## src/rtl/mc_pkg.sv

```systemverilog
// Shared constants, FSM state type and angle/LFSR helpers for the Monte-Carlo CORDIC sequencer.
package mc_pkg;

   localparam int          CORDIC_LATENCY = 34;
   localparam logic [7:0]  THETA_EXP      = 8'd126;
   localparam logic [31:0] LFSR_MASK      = 32'h8020_0003;

   typedef enum logic [1:0] {
      ST_IDLE  = 2'd0,
      ST_RUN   = 2'd1,
      ST_DRAIN = 2'd2,
      ST_DONE  = 2'd3
   } mc_state_t;

   function automatic logic [31:0] lfsr_step(input logic [31:0] s);
      return s[0] ? ((s >> 1) ^ LFSR_MASK) : (s >> 1);
   endfunction

   // Exponent pinned to 126 keeps |theta| in [0.5,1) rad.
   function automatic logic [31:0] make_theta(input logic [31:0] s);
      return {s[31], THETA_EXP, s[22:0]};
   endfunction

endpackage

```

## src/rtl/mc_pair_fifo.sv

```systemverilog
// Synchronous show-ahead FIFO with occupancy count; push into a full FIFO is accepted when popping.
module mc_pair_fifo
#(
   parameter int DEPTH = 8,
   parameter int W     = 64
) (
   input  logic                     clk,
   input  logic                     reset,
   input  logic                     push,
   input  logic [W-1:0]             push_data,
   input  logic                     pop,
   output logic [W-1:0]             pop_data,
   output logic                     empty,
   output logic [$clog2(DEPTH):0]   count
);

   localparam int AW = $clog2(DEPTH);

   logic [W-1:0]  mem [DEPTH];
   logic [AW-1:0] wr_ptr;
   logic [AW-1:0] rd_ptr;
   logic          full;
   logic          do_push;
   logic          do_pop;

   assign empty    = (count == '0);
   assign full     = (count == (AW+1)'(DEPTH));
   assign do_pop   = pop && !empty;
   assign do_push  = push && (!full || do_pop);
   assign pop_data = mem[rd_ptr];

   always_ff @(posedge clk) begin
      if (do_push) mem[wr_ptr] <= push_data;
   end

   always_ff @(posedge clk or negedge reset) begin
      if (!reset) begin
         wr_ptr <= '0;
         rd_ptr <= '0;
         count  <= '0;
      end else begin
         if (do_push) wr_ptr <= wr_ptr + AW'(1);
         if (do_pop)  rd_ptr <= rd_ptr + AW'(1);
         count <= count + (AW+1)'(do_push) - (AW+1)'(do_pop);
      end
   end

endmodule

```

## src/rtl/cordic_mc_sequencer.sv

```systemverilog
// Issues credit-limited pseudo-random angles to the CORDIC pipe and pairs each with its cosine.
// state    | meaning
// ST_IDLE  | waiting for start
// ST_RUN   | issuing angles while credit allows
// ST_DRAIN | all issued; waiting for in-flight results and FIFO to empty
// ST_DONE  | one-cycle done pulse
module cordic_mc_sequencer
   import mc_pkg::*;
#(
   parameter int LATENCY    = CORDIC_LATENCY,
   parameter int FIFO_DEPTH = 8,
   parameter int CNT_W      = 16
) (
   input  logic             clk,
   input  logic             reset,
   input  logic             start,
   input  logic [CNT_W-1:0] num_samples,
   input  logic [5:0]       n_iter,
   input  logic [31:0]      seed,
   output logic             busy,
   output logic             done,
   output logic [31:0]      theta_out,
   output logic [5:0]       n_out,
   input  logic [31:0]      cordic_result,
   output logic             m_valid,
   input  logic             m_ready,
   output logic [31:0]      m_theta,
   output logic [31:0]      m_cos
);

   localparam int FCW = $clog2(FIFO_DEPTH) + 1;

   mc_state_t        state;
   mc_state_t        state_nxt;
   logic [CNT_W-1:0] num_q;
   logic [CNT_W-1:0] issued;
   logic [31:0]      lfsr;
   logic             start_ok;
   logic             issue;
   logic             issue_q;
   logic             tap;
   logic [LATENCY-1:0] vld_line;
   logic [31:0]      theta_line [LATENCY];
   logic [FCW-1:0]   inflight;
   logic [FCW-1:0]   fifo_count;
   logic             fifo_empty;
   logic             pop;
   logic [63:0]      head;

   assign start_ok = start && (state == ST_IDLE);
   // Credit counts results still in the pipe so the FIFO can never overflow.
   assign issue    = (state == ST_RUN) && (issued < num_q) &&
                     (int'(fifo_count) + int'(inflight) < FIFO_DEPTH);
   assign tap      = vld_line[LATENCY-1];
   assign pop      = m_valid && m_ready;

   always_ff @(posedge clk or negedge reset) begin
      if (!reset) state <= ST_IDLE;
      else        state <= state_nxt;
   end

   always_comb begin
      state_nxt = state;
      case (state)
         ST_IDLE:  if (start) state_nxt = (num_samples == '0) ? ST_DONE : ST_RUN;
         ST_RUN:   if (issued == num_q) state_nxt = ST_DRAIN;
         ST_DRAIN: if (inflight == '0 && fifo_empty) state_nxt = ST_DONE;
         ST_DONE:  state_nxt = ST_IDLE;
         default:  state_nxt = ST_IDLE;
      endcase
   end

   always_comb begin
      busy = 1'b0;
      done = 1'b0;
      case (state)
         ST_RUN, ST_DRAIN: busy = 1'b1;
         ST_DONE:          done = 1'b1;
         default:          ;
      endcase
   end

   always_ff @(posedge clk or negedge reset) begin
      if (!reset) begin
         lfsr      <= 32'h1;
         num_q     <= '0;
         issued    <= '0;
         n_out     <= '0;
         theta_out <= '0;
         issue_q   <= 1'b0;
         inflight  <= '0;
      end else begin
         issue_q  <= issue;
         inflight <= inflight + FCW'(issue) - FCW'(tap);
         if (start_ok) begin
            lfsr   <= (seed == '0) ? 32'h1 : seed;
            num_q  <= num_samples;
            issued <= '0;
            n_out  <= n_iter;
         end else if (issue) begin
            theta_out <= make_theta(lfsr);
            lfsr      <= lfsr_step(lfsr);
            issued    <= issued + CNT_W'(1);
         end
      end
   end

   // issue_q marks the cycle theta_out is presented; the line ages it to the result cycle.
   always_ff @(posedge clk or negedge reset) begin
      if (!reset) vld_line <= '0;
      else        vld_line <= {vld_line[LATENCY-2:0], issue_q};
   end

   always_ff @(posedge clk) begin
      theta_line[0] <= theta_out;
      for (int i = 1; i < LATENCY; i++) theta_line[i] <= theta_line[i-1];
   end

   mc_pair_fifo #(
      .DEPTH (FIFO_DEPTH),
      .W     (64)
   ) u_fifo (
      .clk       (clk),
      .reset     (reset),
      .push      (tap),
      .push_data ({theta_line[LATENCY-1], cordic_result}),
      .pop       (pop),
      .pop_data  (head),
      .empty     (fifo_empty),
      .count     (fifo_count)
   );

   assign m_valid = !fifo_empty;
   assign m_theta = head[63:32];
   assign m_cos   = head[31:0];

endmodule

```

## config.mk

```make
export PLATFORM = sky130hd
export DESIGN_NAME = cordic_mc_sequencer
export DESIGN_NICKNAME = d
export VERILOG_FILES = /design/src/rtl/mc_pkg.sv /design/src/rtl/mc_pair_fifo.sv /design/src/rtl/cordic_mc_sequencer.sv
export SDC_FILE = /design/constraint.sdc
export NUM_CORES = 1
export LEC_CHECK = 0
export CAP_MARGIN = 20
export CORE_MARGIN = 2
export CORE_UTILIZATION = 30
export CTS_CLUSTER_SIZE = 8
export DETAILED_ROUTE_END_ITERATION = 7
export HOLD_SLACK_MARGIN = 0.06
export SKIP_LAST_GASP = 1
export SLEW_MARGIN = 20
export SYNTH_ARGS = -nofsm -noshare
export SYNTH_HDL_FRONTEND = slang
export SYNTH_HIERARCHICAL = 1
export SYNTH_SLANG_ARGS = --single-unit
```

## constraint.sdc

```tcl
create_clock -name clk -period 11.35 [get_ports clk]
set_input_delay 2.27 -clock clk [delete_from_list [all_inputs] [get_ports clk]]
set_output_delay 2.27 -clock clk [all_outputs]
set_load 0.02 [all_outputs]
```

* Word level (Yosys, flattened, before mapping)
Memory sizes are Yosys's and may differ from the RTL's. Cells that the tools add are included.
Storage, ports and cells: input bits 90, RAM bits 1600, memories 2, output and inout bits 105, bits in registers 151
Cells by class: multiplexer cells 15, order comparisons 2, reductions and logical operators 19, bitwise gates (word level) 2, equal/unequal tests 8, add/subtract/negate cells 8
Memories:
- theta_line | depth 34, width 32, read ports 34, clocked after memory_dff 0, wr ports 34, line cordic_mc_sequencer.sv:43 | logic [31:0] theta_line [LATENCY];
- u_fifo.mem | depth 8, width 64, read ports 1, clocked after memory_dff 0, wr ports 1, line mc_pair_fifo.sv:19 | logic [W-1:0] mem [DEPTH];
Operators by type and width (count):
- 32-bit two-way mux | 4
- 32-bit zero test | 1
- 16-bit two-way mux | 2
- 16-bit by 1-bit adder with 16-bit output (second input constant) | 1
- 16-bit equality test | 1
- 16-bit zero test | 1
- 16-bit less-than comparator | 1
- 4-bit by 1-bit adder with 4-bit output | 2
- 4-bit zero test | 2
- 2-bit two-way mux | 4
- 2-bit case mux with 4 select lines | 1
- 4-bit by 1-bit subtractor with 4-bit output | 2
- 1-bit logical AND | 7
- 3-bit by 1-bit adder with 3-bit output (second input constant) | 2
- 4-bit by 4-bit adder with 5-bit output | 1
- 5-bit by 4-bit less-than comparator with 1-bit output (second input constant) | 1
- 2-bit equality test (second input constant) | 2
- 4-bit equality test (second input constant) | 1
- 1-bit two-way mux | 4
- 2-bit != test (second input constant) | 2
- 3-bit inverter with 4-bit output | 1
- 3-bit AND reduction | 1
- 2-bit by 1-bit equality test with 1-bit output (second input constant) | 1
- 1-bit zero test | 2
- 7 further kinds | 7

* Logic depth before layout (Yosys ltp)
Gate-level depths: netlist (run 1).
depth after elaboration 8, depth in mapped cells 13

* Hierarchy
Netlist (run 1), hierarchy kept.
Modules (own cells, without submodules):
- cordic_mc_sequencer | cells an instance 1382, seq. area each 20420.8 sq um, area an instance 23023.3 sq um, times used 1
- mc_pair_fifo | cells an instance 798, seq. area each 15625.0 sq um, area an instance 19812.8 sq um, times used 1

* Worst setup path after synthesis (run 1)
No wires, ideal clock.
path kind input-to-reg, start input port m_ready, end memory u_fifo.mem[0][0], enable pin, path buffers 0, arrival 8.875 ns, setup time 0.644 ns, data required time 10.706 ns, stages on the path 4, slack 1.832 ns, path through nor2b_1 -> nor2b_1 -> nor2_1 -> nor4_1
On the way: word-level cells in the longest chain between the ends 6
RTL lines:
- start: declaration | line cordic_mc_sequencer.sv:26 | input logic m_ready,
- 1-bit logical AND | line cordic_mc_sequencer.sv:55 | assign pop = m_valid && m_ready;
- 1-bit logical AND | line mc_pair_fifo.sv:28 | assign do_pop = pop && !empty;
- 1-bit logical OR | line mc_pair_fifo.sv:29 | assign do_push = push && (!full || do_pop);
- 1-bit logical AND | line mc_pair_fifo.sv:29
- 1-bit two-way mux | line mc_pair_fifo.sv:33 | if (do_push) mem[wr_ptr] <= push_data;
- 1-bit two-way mux (implied by the code) | line mc_pair_fifo.sv:33
- end: declaration | line mc_pair_fifo.sv:19
Every way passes these cells.

* Worst setup path in the final report (run 1)
start register u_fifo.rd_ptr[2], end output port m_cos[2]
On the way: word-level cells in the longest chain between the ends 1
RTL lines:
- start: declaration | line mc_pair_fifo.sv:21 | logic [AW-1:0] rd_ptr;
- start signal: assignment | line mc_pair_fifo.sv:43 | if (do_pop) rd_ptr <= rd_ptr + AW'(1);
- memory read 8 x 64 bit
- end: declaration | line cordic_mc_sequencer.sv:28 | output logic [31:0] m_cos
Every way passes these cells.

==> results.md, run 1 <==
- The run finished with clean final reports.
- For the pin with the worst max-slew slack, the measured transition is 1100 ps.
- The final worst clock skew is 29.3 ps.
- The routed design could run at a clock period as short as 6430 ps.
- Ranked by total cell area, the synthesized netlist is headed by sky130_fd_sc_hd__dfxtp_1 (40%), sky130_fd_sc_hd__edfxtp_1 (36%), sky130_fd_sc_hd__dfrtp_1 (8.5%).
- After synthesis the cells add up to 42800 um^2.
- In this run the clock root is driven by a sky130_fd_sc_hd__clkbuf_16.
- The later pin in the worst-skew pair is clocked with a latency of between 700 and 800 ps.
- The fraction of the mapped netlist area in adder cells is 1.17%.
- The synthesis warning total is 6.
- After layout, the worst path uses between 50% and 60% of the clock period.
- The width of the chip is 382 um.
- The kind of path behind the tightest hold check is register to register.
- Wires add up to 68700 um.
- The starting density of the core is 30.3%.
- The first global-routing pass estimated 107000 um of wire.
- The initial antenna violation count is 3.
- Once detail routing completed, the nets flagged for antenna violations numbered 0.
- The worst setup path is captured at an output port.
- After the first detailed-routing iteration, the DRC count stood at 924.
- The setup-violating endpoint count in the final report is 0.
- The dominant register cell in the synthesized netlist is sky130_fd_sc_hd__dfxtp_1.
- The pin count of the biggest net entering global routing is 89.
- The static leakage power is 19.6 nW.
- The die covers 146000 um^2.
- The average wire per standard cell is 15.1 um.
- The biggest area contributor in the post-synthesis netlist is sky130_fd_sc_hd__dfxtp_1.
- The count of instances resized after the clock tree is built is 0.
- The number of I/O port buffers is around 190.
- Row generation in the floorplan step produced roughly 140 rows.
- Net switching is between 20% and 30% of the power.
- For this run, the register share of the synthesized area comes to 84.1%.
- The aggregate global-route resource usage is around a tenth.
- From synthesis to final layout, the design area changed by 23.3%.
- The fraction of registers with async set or reset after synthesis is under 10%.
- The H-tree depth is 4.
- The die is 382 um tall.
- Counting the buffers created by CTS gives about 210.
- The number of hold buffers added after CTS was 0.
- The I/O pin count is slightly below 200.
- The fraction of power consumed by sequential logic is about half.
- The area share of the largest cell type after synthesis is 39.7%.
- The number of slew-limit violations in the final report is 0.
- The placed wire-length estimate is between 30000 and 40000 um.
- The synthesized netlist devotes 1.43% of its cell area to compound gates.
- In the final design database the tool counted roughly 2700 nets.
- The mean instance size in the synthesized netlist is between 15 and 20 um^2.
- The number of buffers on the longest clock path is 3.
- The last weighted congestion value of the routability-driven placer is 0.705.
- The pre-antenna-repair detailed-routing pass consisted of 5 iterations.
- CTS saw 1508 sinks.
- The max-slew headroom at the worst pin is 26.4%.
- The tightest hold path in the finished design has a slack of 299 ps.
- The area of the core is 142000 um^2.
- The number of violations of the max-capacitance limit is 0.
- The achievable frequency is 0.156 GHz.
- Once the clock tree was built, the setup fixing pass inserted 0 buffers.
- Dividing total power by cell area gives a power density of 297 nW/um^2.
- The synthesized netlist contains 54 unique library cells.
- Setup repair after global routing left no endpoint under its margin.
- The antenna diode count is 0.
- VDD sags by at most 0.180 mV.
- The setup TNS is 0 ps.
- The number of hold violations in the final report is 0.
- The synthesized netlist devotes 1.94% of its cell area to simple gates.
- Counting every instance in the synthesized netlist gives 2180.
- The switching component of the power is around 3.8 mW.
- Multiplexer cells account for under 10% of the synthesized area.
- The clock transition at the registers of the reported paths is 50 ps.
- The relative contribution of the clock network to total power is 34.4%.
- STA puts the critical path data arrival time at ~4200 ps.
- TritonCTS built the clock tree.
- In the routed design, unresolved DRC markers number 0.
- The data required time of the worst path is 9080 ps.
- In this run the worst path has a maximum fanout of just over 70.
- The startpoint type of the worst setup path is a register.
- The average vias per placed instance is between 4 and 5.
- Summing the areas of all xor and xnor instances in the mapped netlist gives 0.225% of the synthesized area.
- After synthesis, the largest family of logic cells by area is multiplexers.
- The number of flops mapped to enable cells by yosys is 512.
- The via count of the first global-routing pass is 18800.
- The share of cells above drive strength 1 is 18.3%.
- Cell internal power was estimated by the tool at 11.8 mW.
- The part of the power in combinational logic is 15.6%.
- The flip-flop and latch count after synthesis is 1508.
- For this block, the via count after detailed routing is 18200.
- The total overflow reported by the global router is 0.
- The start-to-end type of the worst setup path is register to output port.
kinds of logic after synthesis:
logic type | count (synthesis)
DFF | 1508
muxes | 248
and+or+nand+nor | 165
buffers and inverters | 105
AOI/OAI and AO/OA | 103
adders and majority gates | 39
xor gates and xnor gates | 11
other | 1
state kept, by name, indices dropped and copies added (netlist names):
| signal | flops |
|---|---|
| num_q | 16 |
| state | 2 |
| issued | 16 |
| u_fifo/wr_ptr | 3 |
| u_fifo/mem | 512 |
| inflight | 4 |
| vld_line | 34 |
| u_fifo/rd_ptr | 3 |
| n_out | 6 |
| lfsr | 32 |
| issue_q | 1 |
| theta_line | 850 |
| u_fifo/count | 4 |
| theta_out | 25 |
metrics by stage:
| step | power, mW | area [um^2] | std cells | utilization [%] | setup WS (ps) |
|---|---|---|---|---|---|
| 2_1_floorplan | 9.41 | 42900 | 2197 | - | 1830 |
| 3_3_place_gp | 10.4 | 47000 | 4239 | 33.2 | 5620 |
| 3_5_place_dp | 10.5 | 47000 | 4239 | 33.2 | 5590 |
| 4_1_cts | 16.0 | 52800 | 4540 | 37.3 | 4730 |
| 5_1_grt | 16.5 | 52800 | 4540 | 37.3 | 4610 |
| 6_report | 15.7 | 52800 | 4540 | 37.3 | 4920 |
synthesized netlist by cell type, types with 6 or more instances:
cell type,instances
sky130_fd_sc_hd__dfxtp_1,850
sky130_fd_sc_hd__edfxtp_1,512
sky130_fd_sc_hd__dfrtp_1,145
sky130_fd_sc_hd__mux4_2,128
sky130_fd_sc_hd__mux2_2,90
sky130_fd_sc_hd__nand2_1,78
sky130_fd_sc_hd__o21ai_0,54
sky130_fd_sc_hd__inv_1,40
sky130_fd_sc_hd__ha_1,37
sky130_fd_sc_hd__mux2i_1,30
sky130_fd_sc_hd__clkbuf_1,24
sky130_fd_sc_hd__a21oi_1,22
sky130_fd_sc_hd__buf_4,14
sky130_fd_sc_hd__buf_6,13
sky130_fd_sc_hd__nor4_1,13
sky130_fd_sc_hd__nand3_1,11
sky130_fd_sc_hd__nand4_1,11
sky130_fd_sc_hd__nor2_1,11
sky130_fd_sc_hd__buf_1,10
sky130_fd_sc_hd__o31ai_1,10
sky130_fd_sc_hd__or4_1,10
sky130_fd_sc_hd__xnor2_1,8
sky130_fd_sc_hd__nor3_1,6
power by group through the flow:
stage	registers [mW]	logic [mW]	clock network [mW]
floorplan	7.73	1.68	0
global placement	7.91	2.48	0
detailed placement	7.97	2.50	0
CTS	7.87	2.51	5.59
global route	8.02	2.66	5.83
finish	7.83	2.45	5.39
cell type report:
| type | instances | area [um^2] |
|---|---|---|
| clock buffer | 288 | 5520 |
| clock inverter | 13 | 250 |
| fill | 13000 | 88800 |
| inverter | 40 | 150 |
| multi-input combinational | 584 | 6350 |
| sequential | 1508 | 36100 |
| tap | 1890 | 2360 |
| timing repair buffer | 217 | 2110 |
critical path, stage by stage (launching register included):
cell	delay, ps
sky130_fd_sc_hd__dfrtp_4	1120
sky130_fd_sc_hd__buf_4	850
sky130_fd_sc_hd__mux4_2	410
sky130_fd_sc_hd__mux2_2	400
sky130_fd_sc_hd__clkdlybuf4s50_1	580
placed cells by master, fill, tap and decap left out, types with 18 or more instances in the layout:
cell type	count
sky130_fd_sc_hd__a21oi_1	22
sky130_fd_sc_hd__ha_1	37
sky130_fd_sc_hd__conb_1	18
sky130_fd_sc_hd__mux2_2	90
sky130_fd_sc_hd__inv_1	40
sky130_fd_sc_hd__edfxtp_1	512
sky130_fd_sc_hd__mux4_2	128
sky130_fd_sc_hd__nand2_1	78
sky130_fd_sc_hd__clkdlybuf4s50_1	191
sky130_fd_sc_hd__clkbuf_1	79
sky130_fd_sc_hd__dfxtp_1	850
sky130_fd_sc_hd__clkbuf_16	208
sky130_fd_sc_hd__dfrtp_1	142
sky130_fd_sc_hd__o21ai_0	54
sky130_fd_sc_hd__mux2i_1	30
sky130_fd_sc_hd__buf_4	25
path summary, 6_finish.rpt:
| check | from | to | slack [ps] | depth (start not counted) |
|---|---|---|---|---|
| worst max-delay path | u_fifo/rd_ptr[2]$_DFFE_PN0N_ | m_cos[2] | 4920 | 4 |
| worst min-delay path | theta_line[9][16]$_DFF_P_ | theta_line[10][16]$_DFF_P_ | 300 | 0 |
| worst max register to register | u_fifo/count[2]$_DFF_PN0_ | u_fifo/mem[5][29]$_DFFE_PP_ | 7490 | 9 |
| worst min register to register | theta_line[9][16]$_DFF_P_ | theta_line[10][16]$_DFF_P_ | 300 | 0 |
| max in group asynchronous | reset | u_fifo/rd_ptr[0]$_DFFE_PN0N_ | 8340 | 2 |
| min in group asynchronous | reset | lfsr[10]$_DFFE_PN0P_ | 1560 | 1 |
metal layers:
| layer | routed length [um] | vias up | global-route usage (%) |
|---|---|---|---|
| li1 | - | 8641 | - |
| met3 | 4450 | 125 | 3.08 |
| met4 | 1580 | 4 | 4.08 |
| met5 | 25 | - | 0 |
| met1 | 30800 | 8981 | 12.0 |
| met2 | 31900 | 451 | 14.7 |
Power figures use the tool's default switching activity.
==> inputs of run 2 (changes only) <==
- clock period: 11.35 -> 6.55 ns (I/O delays scaled with it)
==> run 2 against run 1 <==
Utilization up 0.16 points; global-route usage up 0.17 points; non-clock buffer count down 1; clock power up 74%; via count up 1.5%; critical path depth unchanged; highest routed layer unchanged; wire length up 1.1%; register-to-register slack worse by 4200 ps.
==> results.md, run 2 (synthesis results as in run 1) <==
- Buffers added to address setup during post-CTS repair amount to 0.
- The overall routed net length is approximately 69000 um.
- Counting every sink on the clock net gives around 1500.
- For the worst setup path, the data required time is roughly 5200 ps.
- The register with the most flip-flops in the layout has 850 of them.
- The area of the multi-input gates is 6370 um^2.
- The last weighted congestion value of the routability-driven placer is between 0.7 and 0.8.
- The DRC violation count after routing is 0.
- The slowest library cell on the worst path is sky130_fd_sc_hd__dfrtp_4.
- The register with the most flip-flops is theta_line.
- The max-slew headroom at the worst pin is 29.6%.
- After floorplanning, the core was divided into 138 placement rows.
- The flow ran to the end, and the final reports show no timing, DRC or antenna violations.
- The wire-length estimate of the detail-placed layout is 37300 um.
- Timing would allow up to roughly 0.20 GHz.
- Of the cells placed in the final design, the portion with a size suffix greater than 1 is 18.3%.
- The endpoint kind of the worst setup timing path is an output port.
- TritonCTS built the clock tree.
- The pre-antenna-repair detailed-routing pass consisted of 5 iterations.
- The iteration-0 DRC count of the detailed router is 1000.
- The tool flagged a number of max-cap violations equal to 0.
- The smallest clock period supported by the final layout is computed as 4910 ps.
- The number of buffer and inverter stages on the critical path is 2.
- Once the clock tree was built, the resizer swapped 0 gates to a different size.
- The arrival time at the worst endpoint is 3600 ps.
- The final period utilization is approximately 75%.
- Dividing the detail-routed wire length by the instance count gives 15.3 um.
- The cell sitting at the root of the clock tree is a sky130_fd_sc_hd__clkbuf_16.
- The core region is 142000 um^2.
- The worst-margin pin slew is 1060 ps.
- Setup repair after global routing left no endpoint under its margin.
- The total instance count after detailed placement is roughly 4200.
- In this run the power density over the cells is approximately 520 nW/um^2.
- The critical path goes through buf_12 > mux4_2 > mux2_2 > clkdlybuf4s50_1.
- The library cell used most frequently in the layout, excluding fill and tap cells, is sky130_fd_sc_hd__dfxtp_1.
- The floorplan step set the die width to approximately 380 um.
- The cell family contributing the most delay on the critical path is buffers and inverters.
- The number of slew-limit violations in the final report is 0.
- For the worst-skew pair, the clock arrives at the later sink with an insertion delay of 760 ps.
- The H-tree depth is 4.
- The overall die area is 146000 um^2.
- For this run, the number of standard cells in the final layout without fillers is 4541.
- The largest registers in the layout are theta_line (850), u_fifo/mem (512), vld_line (34).
- Across the VDD grid, the largest voltage drop is roughly 0.3 mV.
- The area overhead of the layout relative to synthesis is 23.8%.
- The clock passes through at most 3 buffers.
- Registers take 36100 um^2.
- Setup violations remaining at the end of the flow were counted as 0.
- Clock-pin slew was measured on the worst setup and hold paths at 50 ps.
- After the last flow step, the layout net total stands at ~2700.
- Power comes to 27.4 mW.
- The count of fill cells added during filler insertion is 12900.
- Once the floorplan was initialized, standard cells occupied 30.3% of the core.
- The critical path is of the register to output port type.
- In this run the worst hold path is classified as register to register.
- The stage delay of the slowest cell on the critical path is around 950 ps.
- The average vias per placed instance is 4.07.
- In the layout the commonest cells are sky130_fd_sc_hd__dfxtp_1 (850), sky130_fd_sc_hd__edfxtp_1 (512), sky130_fd_sc_hd__clkbuf_16 (207), sky130_fd_sc_hd__clkdlybuf4s50_1 (191), sky130_fd_sc_hd__dfrtp_1 (142).
- The first global-routing pass estimated 108000 um of wire.
- The clock buffer count from CTS is 206.
- The antenna diode count is 0.
- The via count of the first global-routing pass came to a little under 20000.
- The worst hold slack is between 300 and 400 ps.
- The cell area after placement is 47200 um^2.
- The number of I/O port buffers is 192.
- The number of hold violations in the final report was 0.
- The startpoint type of the worst setup path is a register.
- The die outline height is 382 um.
- The static leakage power is between 15 and 20 nW.
- After routing the design area is 53000 um^2.
- The number of vias after detailed routing is 18500.
- Of all nets on the critical path, the largest fanout is 38.
- The initial antenna violation count is 2.
- The total overflow reported by the global router is 0.
- After clock tree synthesis, the flow added hold-fix buffers numbering 0.
- During I/O placement, the number of pins put on the boundary was 195.
- Once detail routing completed, the nets flagged for antenna violations numbered 0.
- Entering global routing, the biggest net connects approximately 80 pins.
- The final worst clock skew is 38.3 ps.
- Across every metal layer, demand over resource in global routing totals 9.60%.
run 2: changes by cell type in the layout (fill, tap and decap cells not counted), sizes merged:
cell	change
clkinv	+6
inv	-4
buf	-1
run 2: per-layer routing:
metal / track usage [%] / wire length [um] / vias to the layer above
li1: - / - / 8627
met1: 12.2 / 30900 / 9232
met2: 15.0 / 32100 / 501
met3: 3.03 / 4890 / 104
met4: 4.22 / 1490 / 2
met5: 0 / 11 / -
run 2: cell type report:
| type | count | share of cell area [%] |
|---|---|---|
| flip-flops and latches | 1508 | 68.0 |
| well taps | 1890 | 4.46 |
| repair buffers | 216 | 4.19 |
| clock inverters | 15 | 0.713 |
| inverters | 40 | 0.283 |
| clock buffers | 288 | 10.3 |
| multi-input cells | 584 | 12.0 |
run 2: path summary, 6_finish.rpt:
check,from,to,slack [ps],cells past startpoint
setup reg to reg,issued[13]$_DFFE_PN0P_,inflight[1]$_DFF_PN0_,3260,10
setup / recovery,u_fifo/rd_ptr[1]$_DFFE_PN0N_,m_theta[19],1640,4
hold / removal,theta_line[0][20]$_DFF_P_,theta_line[1][20]$_DFF_P_,300,0
min in group asynchronous,reset,lfsr[10]$_DFFE_PN0P_,540,1
max in group asynchronous,reset,u_fifo/rd_ptr[0]$_DFFE_PN0N_,4850,2
hold reg to reg,theta_line[0][20]$_DFF_P_,theta_line[1][20]$_DFF_P_,300,0
run 2: stage by stage:
stage / setup WS [ps] / TNS [ps] / util [%]
floorplan: -267 / -97870 / -
global placement: 2210 / 0 / 33.3
detailed placement: 2190 / 0 / 33.3
CTS: 1490 / 0 / 37.4
global route: 1390 / 0 / 37.4
finish: 1640 / 0 / 37.4
run 2: where the power goes:
group          switching (mW)  leakage, nW  total, mW  internal [mW]
combinational            2.15         3.30       4.37           2.22
clock                    3.64         2.80       9.39           5.75
sequential              0.995         13.6       13.6           12.6
total                    6.79         19.7       27.4           20.6
==> inputs of run 3 (changes only) <==
- clock period: 6.55 -> 4.7 ns (I/O delays scaled with it)
==> run 3 against run 2 <==
Clock skew is 2.0 ps higher; setup slack got worse by 1300 ps; sequential share of layout area shrank 0.10 points; design area rose by 0.15%; combinational power grew 40%; via count decreased by 0.14%; clock power rose by 40%.
==> results.md, run 3 (synthesis results as in run 1) <==
- The number of I/O port buffers is between 150 and 200.
- The cts-stage hold buffer count is 0.
- The endpoint kind of the worst setup timing path is an output port.
- At the pin with the least slew margin, the transition time is 1040 ps.
- The clock passes through at most 3 buffers.
- The number of hold violations in the final report was 0.
- After floorplanning, the core was divided into 138 placement rows.
- In this run the worst path has a maximum fanout of 26.
- The arrival time at the worst endpoint is roughly 3400 ps.
- The count of instances resized after the clock tree is built is 0.
- The region available for standard cell placement spans 142000 um^2.
- The overall routed net length is 69500 um.
- The residual antenna-violating net count after detailed routing is 0.
- The clock period could shrink to 4360 ps.
- The start-to-end type of the worst setup path is register to output port.
- The worst reg-to-reg path cell count is 9.
- Setup repair after global routing left no endpoint under its margin.
- The worst-case register-to-register setup slack is ~1800 ps.
- The flow ran to the end, and the final reports show no timing, DRC or antenna violations.
- STA classifies the critical path startpoint as a register.
- The setup TNS is 0 ps.
- For the worst-skew pair, the clock arrives at the later sink with an insertion delay of 770 ps.
- The die covers 146000 um^2.
- The busiest layer in global routing is met2.
- The root buffer cell is sky130_fd_sc_hd__clkbuf_16.
- The worst register-to-register path ends at inflight[2]$_DFF_PN0_.
- TritonCTS created 207 clock buffers.
- The setup-violating endpoint count in the final report is 0.
- The register with the most flip-flops in the layout has 850 of them.
- For this design the static power due to leakage is 19.7 nW.
- The tool flagged a number of max-cap violations equal to 0.
- The I/O pin count is 195.
- After clock tree synthesis, the setup repair step added 0 buffers.
- From left edge to right edge, the die measures 382 um.
- The number of vias after detailed routing is about 18000.
- At the end of routability-driven placement, the weighted congestion stood at 0.717.
- Clock skew on the completed layout was measured at between 40 and 50 ps.
- The first detailed-routing pass took 5 iterations.
- The initial utilization of the core area, before any placement, comes to between 30% and 40%.
- The initial antenna violation count was 4.
- After global routing the overflow that remains totals 0.
- The beginning of the worst register-to-register path is u_fifo/count[1]$_DFF_PN0_.
- Entering global routing, the biggest net connects 90 pins.
- For this run, design rule violations remaining after detail routing come to 0.
- The antenna diode count is 0.
- Derived from the worst setup path, the maximum achievable clock frequency is 0.229 GHz.
- The number of sinks handled by clock tree synthesis is 1508.
- The register with the most flip-flops in the final layout is theta_line.
- For met1 alone, demand over resource in global routing was 12.1%.
- The data required time of the worst path is 3760 ps.
- The met2 track utilization from global routing is 15.2%.
- In the layout the commonest cells are sky130_fd_sc_hd__dfxtp_1 (850), sky130_fd_sc_hd__edfxtp_1 (512), sky130_fd_sc_hd__clkbuf_16 (210), sky130_fd_sc_hd__clkdlybuf4s50_1 (191), sky130_fd_sc_hd__dfrtp_1 (142).
- Measured along the y axis, the die boundary spans 382 um.
- The library cell used most frequently in the layout, excluding fill and tap cells, is sky130_fd_sc_hd__dfxtp_1.
- The clock transition at the registers of the reported paths is 50 ps.
- At the end of the flow, the number of nets in the layout was 2697.
- The post-route netlist has 18.7% of its cells at a drive strength greater than 1.
- The largest registers in the layout are theta_line (850), u_fifo/mem (512), vld_line (34).
- The power density over the cells is 716 nW/um^2.
- Across every metal layer, demand over resource in global routing totals 9.73%.
- The H-tree depth is 4.
- The first global-routing pass estimated 110000 um of wire.
- The placed wire-length estimate is 36900 um.
- The number of slew-limit violations in the final report was 0.
- After detailed routing, the number of vias per cell comes to 4.05.
- The clock tree from TritonCTS is yes.
- The average wire per standard cell is 15.3 um.
- In this run the tightest slew margin relative to its limit is approximately 30%.
- The final period utilization is 92.8%.
- The via count of the first global-routing pass was 19500.
- The area overhead of the layout relative to synthesis is 24.0%.
- The kind of path behind the tightest hold check is primary input to asynchronous set/reset pin.
- In the global route stage, met3 resource usage came out at 3.53%.
- The total design power is between 30 and 40 mW.
- The peak supply drop is 0.428 mV.
- The worst hold slack is ~230 ps.
- In this run, the number of DRC markers left after iteration 0 of detailed routing was 844.
run 3: stage by stage:
stage	util, %	instance area, um^2	std cells	setup slack (ps)
detailed placement	33.4	47300	4249	1020
global placement	33.4	47300	4249	1040
global route	37.5	53100	4551	73.3
floorplan	-	42900	2197	-1750
CTS	37.5	53100	4551	131
finish	37.5	53100	4551	339
run 3: report_power, final:
| group | leakage, nW | switching [mW] | internal [mW] |
|---|---|---|---|
| Sequential | 13.6 | 1.26 | 17.5 |
| Clock | 2.78 | 5.06 | 8.06 |
| Combinational | 3.37 | 3.01 | 3.10 |
run 3: cell type report:
type	instances	area, um^2
Fill cell	13000	88500
Multi-Input combinational cell	584	6370
Tap cell	1890	2360
Timing Repair Buffer	227	2360
Inverter	40	150
Sequential cell	1508	36100
Clock buffer	288	5550
Clock inverter	14	253
run 3: critical path, stage by stage, from the launching register on:
cell and delay (ps):
sky130_fd_sc_hd__dfrtp_4 760, sky130_fd_sc_hd__buf_4 360, sky130_fd_sc_hd__mux4_2 530, sky130_fd_sc_hd__mux2_2 390
sky130_fd_sc_hd__clkdlybuf4s50_1 590
run 3: worst max path at each step:
| stage | endpoint | start | slack [ps] |
|---|---|---|---|
| floorplan | u_fifo/mem[6][0]$_DFFE_PP_ | m_ready | -1750 |
| global placement | m_theta[23] | u_fifo/rd_ptr[1]$_DFFE_PN0N_ | 1040 |
| detailed placement | m_theta[23] | u_fifo/rd_ptr[1]$_DFFE_PN0N_ | 1020 |
| CTS | m_theta[23] | u_fifo/rd_ptr[1]$_DFFE_PN0N_ | 130 |
| global route | m_cos[2] | u_fifo/rd_ptr[1]$_DFFE_PN0N_ | 70 |
| finish | m_cos[2] | u_fifo/rd_ptr[1]$_DFFE_PN0N_ | 340 |
run 3: metal layers:
metal / share of wire [%] / vias up
li1: - / 8659
met1: 44 / 9170
met2: 46 / 460
met3: 7.1 / 145
met4: 2.6 / 6
met5: 0.062 / -
==> edit (settings of run 2) <==
`FIFO_DEPTH`: 8 -> 16.
--- a/src/rtl/cordic_mc_sequencer.sv
+++ b/src/rtl/cordic_mc_sequencer.sv
@@ -8,7 +8,7 @@
    import mc_pkg::*;
 #(
    parameter int LATENCY    = CORDIC_LATENCY,
-   parameter int FIFO_DEPTH = 8,
+   parameter int FIFO_DEPTH = 16,
    parameter int CNT_W      = 16
 ) (
    input  logic             clk,
Check against the original RTL: no difference found for any inputs over 4 cycles, from zero or initial values and one cycle with reset low; that may be too few to reach the edited logic, so the function may still have changed.
==> edit against run 2 <==
Worst setup slack got worse by 0.41 ns. Routed wire length grew 85%. Synthesized area grew 47%. Combinational power grew 68%. Cell area grew 45%. Power is 38% higher. Sequential cell count is 516 higher. Largest power group unchanged.
==> edit: results (changes against run 2) <==
run_status:
  status: "complete, no violations"
sta:
  fin_skew_ns: 0.0506  # +0.0123 ns
  whs_ns: 0.275  # -0.0274 ns
  tightestPinTransition_ns: 1.08  # +0.0217 ns
hold_path:
  min-delay-start: "theta_line[25][3]"
setup_path:
  worstPathMaxFanout: 32  # -16%
  endpoint: "m_theta[18]"
  slowest_delay_ns: 0.83  # -0.12 ns
  rrSetupSlack_ns: 2.81  # -0.45 ns
  r2r_cells: 9  # -1
  cp.arrival_ns: 4.01  # +0.41 ns
  critPathLaunch: "u_fifo/rd_ptr[0]"
  r2r_start: "state[1]"
placement:
  dp_hpwl_mm: 69.0  # +85%
  gp_congestion: 0.742  # +4.1%
  dpl_cell_area_sq_um: 68500  # +45%
clock_network:
  clk_latency_ns: 0.87  # +0.11 ns
  cts.path.max_buffers: 4  # +1
cells_and_area:
  top_regs: "u_fifo/mem (1024), theta_line (850), vld_line (34)"
  fin_area_sq_um: 76900  # +45%
  finalNetCount: 3901  # +45%
synthesis:
  async_flop_share_pct: 7.41  # -2.3 points
  ys_top_cells_by_count: "1024 x edfxtp_1, 850 x dfxtp_1, 264 x mux2i_1"
  ys_seq_area_share_pct: 81.9  # -2.2 points
  synth_edf_count: 1024  # +100%
grt:
  use_met1_pct: 15.8  # +3.5 points
  grt_util_met2_pct: 18.7  # +3.8 points
  grt_antenna_before_repair: 16  # +14
  met3_usage_pct: 2.87  # -0.16 points
  grt_usage_pct: 11.9  # +2.3 points
  grt_max_degree: 97  # +24%
  grt_pass1_wl_mm: 190  # +75%
detailed_routing:
  wl_met3_mm: 7.78  # +59%
  dr.pass1.iters: 7  # +2
  vias: 29700  # +61%
  wl_met1_mm: 57.3  # +85%
  detail_route.iter0.violations: 1983  # +98%
pwr:
  pg_seq_mw: 16.9  # +24%
  vdd_drop_max_mv: 0.293  # +0.39%
-- edit: changes by cell type in the layout (fill, tap and decap cells not counted), moves of 65 or more --
| cell | before | now |
|---|---|---|
| clkbuf_16 | 207 | 308 |
| mux2i_1 | 30 | 264 |
| edfxtp_1 | 512 | 1024 |
| clkbuf_1 | 81 | 159 |
| a221oi_1 | 0 | 128 |
| mux2_2 | 90 | 25 |
-- edit: cell type report --
type | count | area, sq um
fill | 19300 | 132000
multi-input combinational | 1127 | 10600
clock buffer | 468 | 8320
antenna | 1 | 2.50
timing repair buffer | 265 | 2630
sequential | 2024 | 51500
clock inverter | 10 | 100
tap | 2805 | 3510
inverter | 45 | 169
-- edit: worst register-to-register path: cells and delay by family, from the launching register on --
family                   cells  cell delay (ns)
adder cells (fa/ha/maj)      1             0.23
flip-flops                   1             0.40
buffers and inverters        2             0.47
AO/OA/AOI/OAI                1             0.40
AND/OR/NAND/NOR              4             1.76
multiplexers                 1             0.35
-- edit: through the flow --
step                worst slack, ns  power (mW)  util [%]  instances
detailed placement             1.88        24.7      32.8       6266
CTS                            1.14        38.5      36.8       6744
global route                   1.02        39.7      36.8       6745
global placement               1.90        24.6      32.8       6266
finish                         1.23        37.9      36.8       6745
floorplan                      1.34        21.6         -       3333
-- edit: cell families (layout without fill, tap and decap cells) --
family / count (synthesis) / after routing / share of synthesized area (%)
buffers and inverters: 182 / 788 / 1.57
xor gates and xnor gates: 16 / 16 / 0.223
adders and majority gates: 45 / 45 / 0.919
DFF: 2024 / 2024 / 81.9
and+or+nand+nor: 253 / 253 / 1.90
other: 1 / 35 / 0.00596
muxes: 417 / 417 / 9.23
AOI/OAI and AO/OA: 362 / 362 / 4.22
